==> config.mk <==
export PLATFORM = sky130hd
export DESIGN_NAME = rv_muldiv_unit
export DESIGN_NICKNAME = d
export VERILOG_FILES = /design/src/rtl/rv_muldiv_pkg.sv /design/src/rtl/rv_muldiv_fixup.sv /design/src/rtl/rv_muldiv_unit.sv
export SDC_FILE = /design/constraint.sdc
export NUM_CORES = 1
export LEC_CHECK = 0
export CORE_UTILIZATION = 40
export CTS_BUF_LIST = sky130_fd_sc_hd__clkbuf_4
export CTS_CLUSTER_DIAMETER = 40
export CTS_CLUSTER_SIZE = 25
export DETAILED_ROUTE_END_ITERATION = 10
export DONT_BUFFER_PORTS = 1
export SLEW_MARGIN = 20
export SYNTH_ARGS = -nofsm -noshare
export SYNTH_HDL_FRONTEND = slang
export SYNTH_SLANG_ARGS = --single-unit
==> constraint.sdc <==
create_clock -name clk -period 8 [get_ports clk]
set_clock_uncertainty 0.1 [all_clocks]
set_input_delay 0.4 -clock clk [delete_from_list [all_inputs] [get_ports clk]]
set_output_delay 0.4 -clock clk [all_outputs]
set_load 0.01 [all_outputs]
==> src/rtl/rv_muldiv_pkg.sv <==
// Shared definitions for the RV32M multiply/divide unit and the instruction decoder.
package rv_muldiv_pkg;

  localparam logic [2:0] F3_MUL    = 3'b000;
  localparam logic [2:0] F3_MULH   = 3'b001;
  localparam logic [2:0] F3_MULHSU = 3'b010;
  localparam logic [2:0] F3_MULHU  = 3'b011;
  localparam logic [2:0] F3_DIV    = 3'b100;
  localparam logic [2:0] F3_DIVU   = 3'b101;
  localparam logic [2:0] F3_REM    = 3'b110;
  localparam logic [2:0] F3_REMU   = 3'b111;

  localparam int ITER  = 32;
  localparam int CNT_W = $clog2(ITER);

  typedef enum logic [1:0] {
    ST_IDLE = 2'd0,
    ST_MUL  = 2'd1,
    ST_DIV  = 2'd2,
    ST_FIX  = 2'd3
  } state_e;

  // rs1 is treated as signed for MUL, MULH, MULHSU, DIV and REM.
  function automatic logic op_a_signed(input logic [2:0] op);
    return (op == F3_MUL) || (op == F3_MULH) || (op == F3_MULHSU) ||
           (op == F3_DIV) || (op == F3_REM);
  endfunction

  // rs2 is treated as signed for MUL, MULH, DIV and REM.
  function automatic logic op_b_signed(input logic [2:0] op);
    return (op == F3_MUL) || (op == F3_MULH) || (op == F3_DIV) || (op == F3_REM);
  endfunction

  // Absolute value when the operand is interpreted as signed and negative.
  function automatic logic [31:0] mag32(input logic [31:0] v, input logic is_signed);
    return (is_signed && v[31]) ? (~v + 32'd1) : v;
  endfunction

endpackage

==> src/rtl/rv_muldiv_fixup.sv <==
// Final-cycle result selection: sign correction, divide-by-zero and overflow cases.
module rv_muldiv_fixup
  import rv_muldiv_pkg::*;
(
  input  logic [2:0]  op_i,
  input  logic [31:0] a_i,
  input  logic [31:0] b_i,
  input  logic [63:0] acc_i,
  output logic [31:0] r_o
);

  logic        sa;
  logic        sb;
  logic        div_zero;
  logic        ovf;
  logic [63:0] prod;
  logic [31:0] quo;
  logic [31:0] rem;

  // Restore signs on the magnitude results and pick the architectural result.
  always_comb begin
    sa       = op_a_signed(op_i) & a_i[31];
    sb       = op_b_signed(op_i) & b_i[31];
    div_zero = (b_i == 32'd0);
    ovf      = op_b_signed(op_i) && (a_i == 32'h8000_0000) && (b_i == 32'hFFFF_FFFF);
    prod     = (sa ^ sb) ? (~acc_i + 64'd1) : acc_i;
    quo      = (sa ^ sb) ? (~acc_i[31:0] + 32'd1) : acc_i[31:0];
    rem      = sa ? (~acc_i[63:32] + 32'd1) : acc_i[63:32];
    r_o      = '0;
    unique case (op_i)
      F3_MUL:                        r_o = prod[31:0];
      F3_MULH, F3_MULHSU, F3_MULHU:  r_o = prod[63:32];
      F3_DIV, F3_DIVU:               r_o = div_zero ? 32'hFFFF_FFFF :
                                           (ovf ? 32'h8000_0000 : quo);
      F3_REM, F3_REMU:               r_o = div_zero ? a_i : (ovf ? 32'd0 : rem);
      default:                       r_o = '0;
    endcase
  end

endmodule

==> src/rtl/rv_muldiv_unit.sv <==
// Iterative RV32M multiply/divide: 32 radix-2 steps plus one fix-up cycle, fixed latency.
module rv_muldiv_unit
  import rv_muldiv_pkg::*;
(
  input  logic        clk,
  input  logic        rst,
  input  logic        start,
  input  logic        flush,
  input  logic [2:0]  funct3,
  input  logic [31:0] a,
  input  logic [31:0] b,
  output logic        busy,
  output logic        done,
  output logic [31:0] r
);

  state_e             state_q, state_d;
  logic [CNT_W-1:0]   cnt_q;
  logic [63:0]        acc_q;
  logic [31:0]        opnd_q;
  logic [31:0]        a_q;
  logic [31:0]        b_q;
  logic [2:0]         op_q;
  logic [31:0]        r_q;
  logic               done_q;

  logic               accept;
  logic [31:0]        mag_a;
  logic [31:0]        mag_b;
  logic [32:0]        mul_sum;
  logic [32:0]        div_top;
  logic [31:0]        div_diff;
  logic [63:0]        acc_step;
  logic [31:0]        fix_r;

  // Next-state logic; flush squashes everything and beats a simultaneous start.
  always_comb begin
    state_d = state_q;
    accept  = 1'b0;
    unique case (state_q)
      ST_IDLE: begin
        if (start) begin
          accept  = 1'b1;
          state_d = funct3[2] ? ST_DIV : ST_MUL;
        end
      end
      ST_MUL, ST_DIV: begin
        if (cnt_q == CNT_W'(ITER - 1)) state_d = ST_FIX;
      end
      ST_FIX:  state_d = ST_IDLE;
      default: state_d = ST_IDLE;
    endcase
    if (flush) begin
      state_d = ST_IDLE;
      accept  = 1'b0;
    end
  end

  // One iteration step: shift-add for multiply, restoring shift-subtract for divide.
  always_comb begin
    mag_a    = mag32(a, op_a_signed(funct3));
    mag_b    = mag32(b, op_b_signed(funct3));
    mul_sum  = {1'b0, acc_q[63:32]} + (acc_q[0] ? {1'b0, opnd_q} : 33'd0);
    div_top  = acc_q[63:31];
    div_diff = div_top[31:0] - opnd_q;
    acc_step = {mul_sum, acc_q[31:1]};
    if (state_q == ST_DIV) begin
      if (div_top >= {1'b0, opnd_q}) acc_step = {div_diff, acc_q[30:0], 1'b1};
      else                           acc_step = {div_top[31:0], acc_q[30:0], 1'b0};
    end
  end

  rv_muldiv_fixup u_fixup (
    .op_i  (op_q),
    .a_i   (a_q),
    .b_i   (b_q),
    .acc_i (acc_q),
    .r_o   (fix_r)
  );

  // State, operand capture, iteration datapath and registered result.
  always_ff @(posedge clk) begin
    if (rst) begin
      state_q <= ST_IDLE;
      cnt_q   <= '0;
      acc_q   <= '0;
      opnd_q  <= '0;
      a_q     <= '0;
      b_q     <= '0;
      op_q    <= '0;
      r_q     <= '0;
      done_q  <= 1'b0;
    end else begin
      state_q <= state_d;
      done_q  <= (state_q == ST_FIX) && !flush;
      if (accept) begin
        op_q  <= funct3;
        a_q   <= a;
        b_q   <= b;
        cnt_q <= '0;
        if (funct3[2]) begin
          acc_q  <= {32'd0, mag_a};
          opnd_q <= mag_b;
        end else begin
          acc_q  <= {32'd0, mag_b};
          opnd_q <= mag_a;
        end
      end else if ((state_q == ST_MUL) || (state_q == ST_DIV)) begin
        acc_q <= acc_step;
        cnt_q <= cnt_q + CNT_W'(1);
      end
      if ((state_q == ST_FIX) && !flush) r_q <= fix_r;
    end
  end

  assign busy = (state_q != ST_IDLE);
  assign done = done_q;
  assign r    = r_q;

endmodule
---- Word level (Yosys, flattened, before mapping) ----
Cells that the tools add are included.
cells by class
  add/sub/neg operators ................... 8
  order comparisons ....................... 1
  eq/ne operators ......................... 19
  mux-type cells .......................... 24
  bitwise operators ....................... 8
  reductions and logical operators ........ 32
operators by type and width
  operator                                       count
  two-way mux 32 bit                             11
  two-way mux 64 bit                             5
  adder 32 x 1 -> 32 bit, second input constant  4
  inverter 32 bit                                4
  one-hot mux 32 bit (4 select lines)            1
  adder 64 x 1 -> 64 bit, second input constant  1
  == test 32 bit, second input constant          2
  inverter 64 bit                                1
  adder 32 x 32 -> 33 bit                        1
  >= comparator 33 x 32 -> 1 bit                 1
  logical NOT 32 bit                             1
  subtractor 32 bit                              1
  == test 3 bit, second input constant           6
  logical OR 1 bit                               13
  OR reduction 2 bit                             5
  == test 3 x 2 -> 1 bit, second input constant  3
  == test 3 x 1 -> 1 bit, second input constant  2
  logical NOT 3 bit                              2
  two-way mux 2 bit                              3
  one-hot mux 2 bit (3 select lines)             1
  adder 5 x 1 -> 5 bit, second input constant    1
  == test 5 bit, second input constant           1
  logical AND 1 bit                              5
  == test 2 bit, second input constant           2
  other kinds (10)                               15
storage, ports and cells
  bits in registers ....................... 203
  input bits .............................. 71
  output and inout bits ................... 34
  word-level logic and storage cells ...... 101

---- Depth between registers and ports, before layout ----
  word-level depth ........................ 11
  mapped depth ............................ 15
  gate-level depth less buffers ........... 13

---- Cells and area by module ----
Synthesis repeated with hierarchy kept, for this count alone.
unflattened totals
  cells, all modules ...................... 2350
  area, all modules ....................... 16868.7 um2
by module, submodules not included
  module           times used  cells each  area an instance (um2)
  rv_muldiv_unit   1           1840        13675.6
  rv_muldiv_fixup  1           510         3193.1

---- Worst setup path before layout ----
No wires, ideal clock.
  path kind ............................... flip-flop to flip-flop
  from .................................... register acc_q[0]
  to ...................................... register acc_q[62]
  setup time .............................. 74 ps
  arrival ................................. 3032 ps
  required time ........................... 7826 ps
  slack ................................... 4793 ps
  cell stages (with the launch flop) ...... 15
  buffers on the path ..................... 2
  cells stage by stage .................... dfxtp_1 clkbuf_1 inv_1 clkbuf_1 nor2_1 ha_1 o211ai_1 o21a_1 a21oi_1 a311o_1 a31oi_1 o41ai_1 mux2i_1 o2111ai_1 o21ai_0
between the ends
  longest elaborated chain between the ends .. 5
RTL lines
  what                     line                   source
  from (decl)              rv_muldiv_unit.sv:19   logic [63:0] acc_q;
  from (signal assigned)   rv_muldiv_unit.sv:102  acc_q <= {32'd0, mag_a};
  from (signal assigned)   rv_muldiv_unit.sv:105  acc_q <= {32'd0, mag_b};
  from (signal assigned)   rv_muldiv_unit.sv:109  acc_q <= acc_step;
  two-way mux 32 bit       rv_muldiv_unit.sv:63   mul_sum = {1'b0, acc_q[63:32]} + (acc_q[0] ? {1'b0, opnd_q} : 33'd0);
  adder 32 x 32 -> 33 bit  rv_muldiv_unit.sv:63
  two-way mux 64 bit       rv_muldiv_unit.sv:67   if (state_q == ST_DIV) begin
  two-way mux 64 bit       rv_muldiv_unit.sv:108  end else if ((state_q == ST_MUL) || (state_q == ST_DIV)) begin
  two-way mux 64 bit       rv_muldiv_unit.sv:96   if (accept) begin
No other way between the ends. The select of a mux whose other input is x is not followed.
A chain may end at the register's enable or synchronous reset.

---- Worst setup path in the final report ----
  from .................................... register acc_q[0]
  to ...................................... register acc_q[56]
The elaborated chain is that of the path after synthesis.

==> out/qor.txt <==
TNS Setup - 0 ps
# DRC - 0
initial antenna violation count - 4
Final Max Slew Viols - 0
fmax - 237 MHz
FF-to-FF End - acc_q[56]$_SDFFE_PP0P_
depth of the worst register-to-register path - 13
final hold vios - 0
pwr dens - 178 mW/mm^2
PnR worst setup slack - 3780 ps
synth warn - 0
TritonCTS Buffers - 40
first-pass GRT wire length - 107000 um
PortBufs - 0
PostCTS Resize Cnt - 0
status - complete, no violations
Post-CTS Repair Setup Buffers - 0
core area - 0.0413 sq mm
Hold Crit Depth - 4
syn_nets - 2522
CTS tree - done
Longest Clk Path Bufs - 3
sequential-to-total area share from yosys stat - 24.0%
Worst R2R Start - acc_q[0]$_SDFFE_PP0P_
Avg WL per Cell - 24.7 um
die width - 208 um
Pre-antenna DRT Iters - 6
Final Cycle Share - 52.8%
RSZ-0062 raised after global routing - false
CP max stage delay - 700 ps
All-Layer GR Usage - 32.6%
Clk pin slew, worst setup/hold paths - 120 ps
final instance area - 0.0188 sq mm
Remaining Overflow, GRT - 0
Post-DRT Antenna Nets - 0
P_leak - 7.14 nW
number of global-route vias before repair - 17200
Worst Tran Pin Value - 1160 ps
post-synth top area cell - dfxtp_1
Yosys reg bits - 203
Layout Nets - 2520
Vias - 18600
H-tree levels - 2
worst hold path type - input port to flop
layout cells sized above 1 - 6.20%
hold wc startpoint - a[21]
worst skew pair latency - 820 ps
top-count cell post-synth - nand2_1
crit-path cells - inv_1, buf_4, nor2_1, ha_1, o211ai_1, o21a_1, a21oi_1, a311o_1, a31oi_1, o21ai_0, xor2_1, a22oi_1, o21ai_0
R2R Setup Slk - 3780 ps
Worst Path Required - 8510 ps
Crit Path Max Fanout - 31
Max VDD drop - 0.130 mV
Final HPWL DP - 53700 um
Slew headroom - 22.4%
row count - 74
proportion of netlist area held by the largest area contributor - 24.0%
Crit. End Element - flop
async set or reset register ratio after synthesis - 0%
endpoints failing setup - 0
dominant cells by area after synthesis - dfxtp_1 (24%), a21oi_1 (8.4%), nand2_1 (7.5%)
initial DRC count - 2139
largest net degree at the start of global routing - 124
top cells by count, synth - nand2_1 (339), a21oi_1 (285), nor2_1 (224)
Starting Density - 41.0%
Root Driver - clkbuf_4
dpl cell area - 0.0172 sq mm
startpoint types - flop
RePlAce Congestion - 0.974
Setup CP Type - flop to flop
io pins - 105
drt via density - 6.32
Syn-to-layout area delta - 11.3%
Max-cap violations - 0
min Tclk post-route - 4220 ps
WP data arrival - 4730 ps
syn_area_per_cell - 7.12 sq um
clk sinks - 203
Hold Path End - acc_q[30]$_SDFFE_PP0P_
Slowest-stage cell, CP - a31oi_1
post-synthesis cell type count - 90
Die Area - 0.0431 sq mm
Die Y - 208 um
synthesized area - 0.0169 sq mm
dpl ws - 3930 ps
drt total wl - 72600 um
EDFF count, synth - 0
Synth Instances - 2375
Most used DFF post-synth - dfxtp_1
Top cell by count, worst path - o21ai_0
## registers in the layout (all words and copies together), names as in the netlist
| register | count |
|---|---|
| opnd_q | 32 |
| r | 32 |
| state_q | 2 |
| op_q | 3 |
| cnt_q | 5 |
| done | 1 |
| b_q | 32 |
| acc_q | 64 |
| a_q | 32 |
## routing by layer
layer	vias up	part of all wire (%)	wire length, um	GRT usage, %
li1	8595	-	-	-
met3	216	10	7510	7.59
met1	8772	41	29700	42.1
met2	1003	43	31300	50.4
met4	0	5.6	4090	17.3
met5	-	0	0	0
## final cells by class
cell class	instances	area, sq um
diodes	5	12.5
clock buffers	46	345
clock inverters	26	284
fillers	4210	22500
inverters	83	312
multi-input cells	1919	11900
flip-flops and latches	203	4060
well taps	532	666
repair buffers	126	1240
## power by group
group	internal (mW)	switching, mW
sequential	1.06	0.101
combinational	0.440	0.791
clock	0.457	0.496
total	1.96	1.39
## per-stage QoR
stage	util [%]	total power, mW	hold slack [ps]	cells
after floorplan	-	1.99	332	2375
after global placement	41.5	2.30	341	2764
after detailed placement	41.6	2.30	344	2766
after CTS	45.6	3.33	3.85	2935
after global routing	45.6	3.50	73.9	2939
final	45.6	3.35	60.7	2940
## what timing repair did
action | CTS | global route
endpoints found under the setup margin | 0 | 0
endpoints found under the hold margin | 175 | 0
hold buffers | 97 | 0
## cell families (layout without fill, tap and decap cells)
| kind of cell | count (synthesis) | in the layout | share of synthesized area (%) |
|---|---|---|---|
| other | 0 | 5 | 0 |
| AND/OR/NAND/NOR | 836 | 836 | 23.2 |
| flip-flops | 203 | 203 | 24.0 |
| buffers and inverters | 253 | 281 | 5.80 |
| XOR/XNOR | 194 | 194 | 10.0 |
| multiplexers | 54 | 54 | 3.25 |
| adder cells (fa/ha/maj) | 76 | 76 | 5.71 |
| AO/OA/AOI/OAI | 759 | 759 | 28.0 |
## critical path: cells and delay by family (launching register included)
kind                       cells  cell delay [ps]
buffers and inverters          2              350
and+or+nand+nor                1              150
DFF                            1              670
adders and majority gates      1              290
xor gates and xnor gates       1              190
AOI/OAI and AO/OA              8             2250
## worst max-delay path by stage
| stage | endpoint | startpoint |
|---|---|---|
| after global placement | acc_q[62]$_SDFFE_PP0P_ | acc_q[0]$_SDFFE_PP0P_ |
| after global routing | acc_q[56]$_SDFFE_PP0P_ | acc_q[0]$_SDFFE_PP0P_ |
| after CTS | acc_q[56]$_SDFFE_PP0P_ | acc_q[0]$_SDFFE_PP0P_ |
| final | acc_q[56]$_SDFFE_PP0P_ | acc_q[0]$_SDFFE_PP0P_ |
| after detailed placement | acc_q[56]$_SDFFE_PP0P_ | acc_q[0]$_SDFFE_PP0P_ |
| after floorplan | acc_q[62]$_SDFFE_PP0P_ | acc_q[0]$_SDFFE_PP0P_ |
## layout by cell type, fill, tap and decap left out, types with 14 or more instances in the layout
master | Yosys | routed
inv_1 | 82 | 82
o31ai_1 | 26 | 26
xor2_1 | 88 | 88
a21o_1 | 29 | 29
clkbuf_4 | 0 | 46
nand4_1 | 32 | 32
nand2_1 | 339 | 339
dfxtp_1 | 203 | 203
nor2_1 | 224 | 223
o221ai_1 | 16 | 16
a22oi_1 | 16 | 16
nand3_1 | 27 | 27
o211ai_1 | 54 | 54
o41ai_1 | 14 | 14
ha_1 | 74 | 72
buf_4 | 1 | 26
o22ai_1 | 34 | 33
nor3_1 | 56 | 55
mux2i_1 | 47 | 47
o21ai_0 | 141 | 141
a211oi_1 | 17 | 17
dlygate4sd3_1 | 0 | 95
a21oi_1 | 285 | 285
nor4_1 | 37 | 37
xnor2_1 | 106 | 106
or3_1 | 14 | 14
a31oi_1 | 28 | 28
(Power assumes the default switching activity.)
